File: src/rtl/load_store_unit_if.sv
// Pipeline request/response and data-memory signals of the load/store unit.
// The slave modport is the unit's view; the master is the pipeline plus memory.
interface load_store_unit_if #(
  parameter int unsigned WIDX_W = 6
);
  logic              req_valid;
  logic              req_ready;
  logic              req_we;
  logic [2:0]        req_funct3;
  logic [31:0]       req_addr;
  logic [31:0]       req_wdata;
  logic              resp_valid;
  logic [31:0]       resp_rdata;
  logic              resp_err;
  logic [WIDX_W-1:0] mem_addr;
  logic [31:0]       mem_wdata;
  logic              mem_we;
  logic [31:0]       mem_rdata;

  modport master (
    output req_valid, req_we, req_funct3, req_addr, req_wdata, mem_rdata,
    input  req_ready, resp_valid, resp_rdata, resp_err, mem_addr, mem_wdata, mem_we
  );

  modport slave (
    input  req_valid, req_we, req_funct3, req_addr, req_wdata, mem_rdata,
    output req_ready, resp_valid, resp_rdata, resp_err, mem_addr, mem_wdata, mem_we
  );
endinterface

File: src/rtl/load_store_unit.sv
// RISC-V load/store unit: byte-lane extraction with sign/zero extension on loads,
// read-modify-write for sub-word stores so memory only sees full-word writes.
module load_store_unit #(
  parameter int unsigned WIDX_W = 6
) (
  input logic              clk,
  input logic              rst,
  load_store_unit_if.slave bus
);

  typedef enum logic [1:0] {IDLE, READ, WRITE, RESP} state_e;

  state_e             state_q, state_d;
  logic               we_q, we_d;
  logic [2:0]         funct3_q, funct3_d;
  logic [WIDX_W+1:0]  addr_q, addr_d;
  logic [31:0]        wdata_q, wdata_d;
  logic               req_ready_q, req_ready_d;
  logic               resp_valid_q, resp_valid_d;
  logic [31:0]        resp_rdata_q, resp_rdata_d;
  logic               resp_err_q, resp_err_d;
  logic               mem_we_q, mem_we_d;
  logic [31:0]        mem_wdata_q, mem_wdata_d;

  logic [1:0]         off;
  logic               req_err;
  logic [7:0]         ld_byte;
  logic [15:0]        ld_half;
  logic [31:0]        ld_ext;
  logic [31:0]        merged;

  assign off            = addr_q[1:0];
  assign bus.mem_addr   = addr_q[WIDX_W+1:2];
  assign bus.req_ready  = req_ready_q;
  assign bus.resp_valid = resp_valid_q;
  assign bus.resp_rdata = resp_rdata_q;
  assign bus.resp_err   = resp_err_q;
  assign bus.mem_we     = mem_we_q;
  assign bus.mem_wdata  = mem_wdata_q;

  // Unsigned variants are load-only; everything above 010 is illegal for stores.
  always_comb begin
    req_err = 1'b0;
    case (bus.req_funct3)
      3'b000:  req_err = 1'b0;
      3'b001:  req_err = bus.req_addr[0];
      3'b010:  req_err = |bus.req_addr[1:0];
      3'b100:  req_err = bus.req_we;
      3'b101:  req_err = bus.req_we | bus.req_addr[0];
      default: req_err = 1'b1;
    endcase
  end

  always_comb begin
    ld_byte = bus.mem_rdata[{off, 3'b000} +: 8];
    ld_half = bus.mem_rdata[{off[1], 4'b0000} +: 16];
    case (funct3_q)
      3'b000:  ld_ext = {{24{ld_byte[7]}}, ld_byte};
      3'b100:  ld_ext = {24'h000000, ld_byte};
      3'b001:  ld_ext = {{16{ld_half[15]}}, ld_half};
      3'b101:  ld_ext = {16'h0000, ld_half};
      default: ld_ext = bus.mem_rdata;
    endcase
  end

  always_comb begin
    merged = bus.mem_rdata;
    if (funct3_q[0]) merged[{off[1], 4'b0000} +: 16] = wdata_q[15:0];
    else             merged[{off, 3'b000} +: 8]     = wdata_q[7:0];
  end

  always_comb begin
    state_d      = state_q;
    we_d         = we_q;
    funct3_d     = funct3_q;
    addr_d       = addr_q;
    wdata_d      = wdata_q;
    resp_rdata_d = resp_rdata_q;
    resp_err_d   = resp_err_q;
    mem_wdata_d  = '0;

    case (state_q)
      IDLE: begin
        if (bus.req_valid) begin
          we_d     = bus.req_we;
          funct3_d = bus.req_funct3;
          addr_d   = bus.req_addr[WIDX_W+1:0];
          wdata_d  = bus.req_wdata;
          if (req_err) begin
            state_d      = RESP;
            resp_rdata_d = '0;
            resp_err_d   = 1'b1;
          end else if (bus.req_we && bus.req_funct3 == 3'b010) begin
            state_d     = WRITE;
            mem_wdata_d = bus.req_wdata;
          end else begin
            state_d = READ;
          end
        end
      end
      READ: begin
        if (we_q) begin
          state_d     = WRITE;
          mem_wdata_d = merged;
        end else begin
          state_d      = RESP;
          resp_rdata_d = ld_ext;
          resp_err_d   = 1'b0;
        end
      end
      WRITE: begin
        state_d      = RESP;
        resp_rdata_d = '0;
        resp_err_d   = 1'b0;
      end
      default: state_d = IDLE;
    endcase

    // Outputs are registered: derive them from the state being entered.
    req_ready_d  = (state_d == IDLE);
    resp_valid_d = (state_d == RESP);
    mem_we_d     = (state_d == WRITE);
  end

  always_ff @(posedge clk or negedge rst) begin
    if (!rst) begin
      state_q      <= IDLE;
      we_q         <= 1'b0;
      funct3_q     <= '0;
      addr_q       <= '0;
      wdata_q      <= '0;
      req_ready_q  <= 1'b1;
      resp_valid_q <= 1'b0;
      resp_rdata_q <= '0;
      resp_err_q   <= 1'b0;
      mem_we_q     <= 1'b0;
      mem_wdata_q  <= '0;
    end else begin
      state_q      <= state_d;
      we_q         <= we_d;
      funct3_q     <= funct3_d;
      addr_q       <= addr_d;
      wdata_q      <= wdata_d;
      req_ready_q  <= req_ready_d;
      resp_valid_q <= resp_valid_d;
      resp_rdata_q <= resp_rdata_d;
      resp_err_q   <= resp_err_d;
      mem_we_q     <= mem_we_d;
      mem_wdata_q  <= mem_wdata_d;
    end
  end

endmodule

File: src/flat_wrapper.sv
// flat-port wrapper written by rule: the top's interface ports become plain ports
module load_store_unit_flat 
#(
  parameter int unsigned WIDX_W = 6
)
  (clk, rst, bus_req_valid, bus_req_we, bus_req_funct3, bus_req_addr, bus_req_wdata, bus_mem_rdata, bus_req_ready, bus_resp_valid, bus_resp_rdata, bus_resp_err, bus_mem_addr, bus_mem_wdata, bus_mem_we);
  load_store_unit_if #(.WIDX_W(WIDX_W)) bus_i ();
  input logic clk;
  input logic rst;
  input wire logic [$bits(bus_i.req_valid)-1:0] bus_req_valid;
  input wire logic [$bits(bus_i.req_we)-1:0] bus_req_we;
  input wire logic [$bits(bus_i.req_funct3)-1:0] bus_req_funct3;
  input wire logic [$bits(bus_i.req_addr)-1:0] bus_req_addr;
  input wire logic [$bits(bus_i.req_wdata)-1:0] bus_req_wdata;
  input wire logic [$bits(bus_i.mem_rdata)-1:0] bus_mem_rdata;
  output wire logic [$bits(bus_i.req_ready)-1:0] bus_req_ready;
  output wire logic [$bits(bus_i.resp_valid)-1:0] bus_resp_valid;
  output wire logic [$bits(bus_i.resp_rdata)-1:0] bus_resp_rdata;
  output wire logic [$bits(bus_i.resp_err)-1:0] bus_resp_err;
  output wire logic [$bits(bus_i.mem_addr)-1:0] bus_mem_addr;
  output wire logic [$bits(bus_i.mem_wdata)-1:0] bus_mem_wdata;
  output wire logic [$bits(bus_i.mem_we)-1:0] bus_mem_we;
  assign bus_i.req_valid = bus_req_valid;
  assign bus_i.req_we = bus_req_we;
  assign bus_i.req_funct3 = bus_req_funct3;
  assign bus_i.req_addr = bus_req_addr;
  assign bus_i.req_wdata = bus_req_wdata;
  assign bus_i.mem_rdata = bus_mem_rdata;
  assign bus_req_ready = bus_i.req_ready;
  assign bus_resp_valid = bus_i.resp_valid;
  assign bus_resp_rdata = bus_i.resp_rdata;
  assign bus_resp_err = bus_i.resp_err;
  assign bus_mem_addr = bus_i.mem_addr;
  assign bus_mem_wdata = bus_i.mem_wdata;
  assign bus_mem_we = bus_i.mem_we;
  load_store_unit #(.WIDX_W(WIDX_W)) u_core (.clk(clk), .rst(rst), .bus(bus_i));
endmodule
File: config.mk
export PLATFORM = sky130hd
export DESIGN_NAME = load_store_unit_flat
export DESIGN_NICKNAME = d
export VERILOG_FILES = /design/src/rtl/load_store_unit_if.sv /design/src/rtl/load_store_unit.sv /design/src/flat_wrapper.sv
export SDC_FILE = /design/constraint.sdc
export NUM_CORES = 1
export LEC_CHECK = 0
export BUFFER_PORTS_ARGS = -buffer_cell sky130_fd_sc_hd__buf_2
export CAP_MARGIN = 15
export CORE_MARGIN = 4
export CORE_UTILIZATION = 46
export DETAILED_ROUTE_END_ITERATION = 7
export PLACE_DENSITY = 0.89
export SLEW_MARGIN = 5
export SYNTH_ARGS = -nofsm -noshare
export SYNTH_HDL_FRONTEND = slang
export SYNTH_SLANG_ARGS = --single-unit
File: constraint.sdc
create_clock -name clk -period 2.3 [get_ports clk]
set_input_delay 0.345 -clock clk [delete_from_list [all_inputs] [get_ports clk]]
set_output_delay 0.345 -clock clk [all_outputs]
set_load 0.1 [all_outputs]
==> flow_metrics.env <==
export IMPL_run_status="finished, final reports clean"
export IMPL_floorplan_core_area_um2=11500
export IMPL_synth_enable_flop_cells=0
export IMPL_netlist_area_um2=5400
export IMPL_cts_root_buf="sky130_fd_sc_hd__clkbuf_16"
export IMPL_synth_async_sr_flop_share_pct=100
export IMPL_synth_simple_gate_area_share_pct=15.8
export IMPL_cts_htree_levels=3
export IMPL_ioPinCount=177
export IMPL_postSynthRegisterBits=98
export IMPL_max_slew_margin_pct=47.5
export IMPL_postCtsResizedCells=0
export IMPL_worst_ep_arrival_ns=2.34
export IMPL_synth_xor_xnor_area_share_pct=0
export IMPL_cts_buffers=9
export IMPL_critical_path_top_delay_family="compound AO/OA/AOI/OAI gates"
export IMPL_reg2reg_depth=6
export IMPL_worst_endpoint_required_ns=2.51
export IMPL_cts_tree="built"
export IMPL_largest_family_of_logic_cells_by_synthesized_area="compound AO/OA/AOI/OAI gates"
export IMPL_critical_path_top_delay_cell="sky130_fd_sc_hd__dfrtp_2"
export IMPL_synth_compound_area_share_pct=25.9
export IMPL_gr_usage_all_layers_pct=24.2
export IMPL_max_cap_violations=0
export IMPL_via_count=5157
export IMPL_final_period_utilization_pct=92.6
export IMPL_dp_hpwl_mm=12.2
export IMPL_tns_ns=0
export IMPL_largest_net_degree_at_the_start_of_global_routing=43
export IMPL_postSynthNetCount=692
export IMPL_floorplan_die_area_um2=13500
export IMPL_cp_start_kind="flip-flop"
export IMPL_whs_endpoint="u_core.addr_q[4]"
export IMPL_clockBufferDepth=2
export IMPL_synth_ff_type="sky130_fd_sc_hd__dfrtp_1"
export IMPL_yosys_warnings=0
export IMPL_fp_dieH_um=116
export IMPL_rsz0062_at_grt="no"
export IMPL_area_growth_pct=23.0
export IMPL_clock_latency_at_the_later_pin_of_the_worst_skew_pair_ns=0.35
export IMPL_first_global_vias=4740
export IMPL_initial_core_util_pct=47.1
export IMPL_drtPass1Iterations=6
export IMPL_wirelength_mm=16.3
export IMPL_antenna_left=0
export IMPL_grt_overflow_total=0
export IMPL_post_drt_wl_per_cell_um=19.0
export IMPL_synth_area_mux_share_pct=5.26
export IMPL_synth_largest_area_cell="sky130_fd_sc_hd__dfrtp_1"
export IMPL_gp_congestion=0.910
export IMPL_hp_class="input port to flip-flop"
export IMPL_finalNetCount=826
export IMPL_drc=0
export IMPL_critical_path_max_stage_delay_ns=0.55
export IMPL_cp_cell_sequence="inv_1 -> ha_1 -> and4bb_2 -> a21bo_2 -> a21oi_1 -> o2bb2ai_1"
export IMPL_worst_slew_pin_slew_ns=0.787
export IMPL_yosys_top_cells_area="sky130_fd_sc_hd__dfrtp_1 (45%), sky130_fd_sc_hd__nand2_1 (8.1%), sky130_fd_sc_hd__a221oi_1 (4.5%)"
export IMPL_route_detailed_vias_per_inst=5.98
export IMPL_worst_hold_path_stage_count=3
export IMPL_synth_commonest_cells="sky130_fd_sc_hd__nand2_1 (117), sky130_fd_sc_hd__dfrtp_1 (97), sky130_fd_sc_hd__o21ai_0 (37)"
export IMPL_register_clock_pin_slew_on_the_reported_worst_setup_and_hold_paths_ns=0.07
export IMPL_post_synth_fa_ha_maj_area_fraction_pct=2.09
export IMPL_syn_avg_cell_area_um2=9.31
export IMPL_netlist_instances=580
export IMPL_finalHoldViolations=0
export IMPL_max_clock_freq_mhz=470
export IMPL_fraction_of_layout_instances_using_a_drive_strength_above_1_pct=29.9
export IMPL_skew_ns=0.00483
export IMPL_cp_max_fo=14
export IMPL_setup_viol=0
export IMPL_worst_setup_path_type="flip-flop to flip-flop"
export IMPL_worst_r2r_startpoint="u_core.addr_q[1]"
export IMPL_first_iter_violations=453
export IMPL_die_width_um=116
export IMPL_synth_sequential_area_ratio_pct=45.4
export IMPL_hold_path_startpoint="bus_req_addr[4]"
export IMPL_cp_end_kind="flip-flop"
export IMPL_timing_reg2reg_setup_slack_ns=0.17
export IMPL_ctsHoldBuffers=1
export IMPL_share_of_yosys_cell_area_claimed_by_the_top_area_cell_type_pct=45.0
export IMPL_synth_most_common_cell="sky130_fd_sc_hd__nand2_1"
export IMPL_port_buffers=152
export IMPL_reg2reg_to="u_core.bus.mem_wdata[17]"
export IMPL_cts_sinks=98
export IMPL_grt_pass1_wl_mm=25.3
export IMPL_timing_final_max_slew_violations=0
export IMPL_crit_buf_inv=1
export IMPL_diode_count=0
export IMPL_antenna_violations_before_repair=0
export IMPL_fp_row_count=39
export IMPL_fin_crit_ns=2.13
export IMPL_synth_cell_type_count=52
export IMPL_post_cts_setup_buffers=0
## registers in the layout (all words and copies together) (netlist names)
name and cells:
u_core.addr_q 8, u_core.bus.mem_wdata 32, u_core.bus.mem_we 1, u_core.bus.req_ready 1
u_core.bus.resp_err 1, u_core.bus.resp_rdata 32, u_core.bus.resp_valid 1, u_core.funct3_q 3
u_core.state_q 2, u_core.wdata_q 16, u_core.we_q 1
## routing by layer
layer	global-route usage, %	vias to the layer above	share of wire [%]
li1	-	2391	-
met1	33.0	2440	41
met2	38.2	298	46
met3	6.68	28	11
met4	6.73	0	1.8
met5	0	-	0
## area by class of cell
cell class,count,area (um2)
fillers,984,4830
multi-input cells,412,2650
flip-flops and latches,98,2450
repair buffers,174,943
clock buffers,9,225
well taps,143,179
clock inverters,7,118
inverters,19,71.3
## through the flow
step / setup WS [ns] / util, % / instances / hold slack (ns) / area, um2
after global placement: 0.227 / 54.8 / 845 / 0.339 / 6290
after CTS: 0.174 / 57.9 / 862 / 0.169 / 6640
after global routing: 0.0220 / 57.9 / 862 / 0.187 / 6640
after floorplan: 0.0511 / - / 580 / 0.0494 / 5410
after detailed placement: 0.179 / 54.8 / 845 / 0.351 / 6290
final: 0.171 / 57.9 / 862 / 0.176 / 6640
## cells by family after synthesis
group | count (synthesis)
AO/OA/AOI/OAI | 190
AND/OR/NAND/NOR | 187
flip-flops | 98
multiplexers | 26
buffers and inverters | 70
adder cells (fa/ha/maj) | 9
## how the worst max path moves through the flow
stage,to,start,cells after the start
finish,u_core.bus.mem_wdata[17],u_core.addr_q[1],6
global placement,u_core.bus.resp_rdata[16],bus_mem_rdata[23],5
detailed placement,u_core.bus.resp_rdata[16],bus_mem_rdata[23],5
CTS,u_core.bus.resp_rdata[16],u_core.addr_q[1],4
global route,u_core.bus.resp_rdata[17],u_core.addr_q[1],4
floorplan,u_core.bus.mem_wdata[18],u_core.addr_q[1],9
## worst reg2reg max path: cells and delay by family (launching register included)
kind	cells	cell delay (ns)
fa+ha+maj	1	0.36
compound gates	3	0.61
flops	1	0.55
buf+inv	1	0.14
simple gates	1	0.33
## cell usage in the layout (no fill, tap or decap), types with 3 or more instances in the layout
master,netlist,layout
sky130_fd_sc_hd__o32ai_1,7,7
sky130_fd_sc_hd__o22ai_1,10,10
sky130_fd_sc_hd__nand3_1,7,7
sky130_fd_sc_hd__a21oi_1,28,28
sky130_fd_sc_hd__mux2_2,9,9
sky130_fd_sc_hd__buf_4,7,21
sky130_fd_sc_hd__o31ai_1,14,14
sky130_fd_sc_hd__nor3_1,3,3
sky130_fd_sc_hd__dfrtp_1,97,96
sky130_fd_sc_hd__a221oi_1,28,28
sky130_fd_sc_hd__a211oi_1,9,9
sky130_fd_sc_hd__a211o_1,7,7
sky130_fd_sc_hd__buf_2,4,151
sky130_fd_sc_hd__o31ai_2,10,10
sky130_fd_sc_hd__a22o_1,16,16
sky130_fd_sc_hd__nand3b_1,7,7
sky130_fd_sc_hd__nor2b_1,9,9
sky130_fd_sc_hd__nand2_1,117,117
sky130_fd_sc_hd__inv_1,19,19
sky130_fd_sc_hd__ha_1,9,9
sky130_fd_sc_hd__bufinv_16,0,3
sky130_fd_sc_hd__clkbuf_16,0,9
sky130_fd_sc_hd__mux2i_1,16,16
sky130_fd_sc_hd__nor2_1,24,24
sky130_fd_sc_hd__a21o_1,3,3
sky130_fd_sc_hd__o21ai_0,37,37
sky130_fd_sc_hd__o221ai_1,7,7
sky130_fd_sc_hd__and3b_1,7,7
sky130_fd_sc_hd__clkinvlp_4,0,3
Power is not shown: default switching activity piles up to over one toggle a cycle in this logic, so the estimate is an artifact.
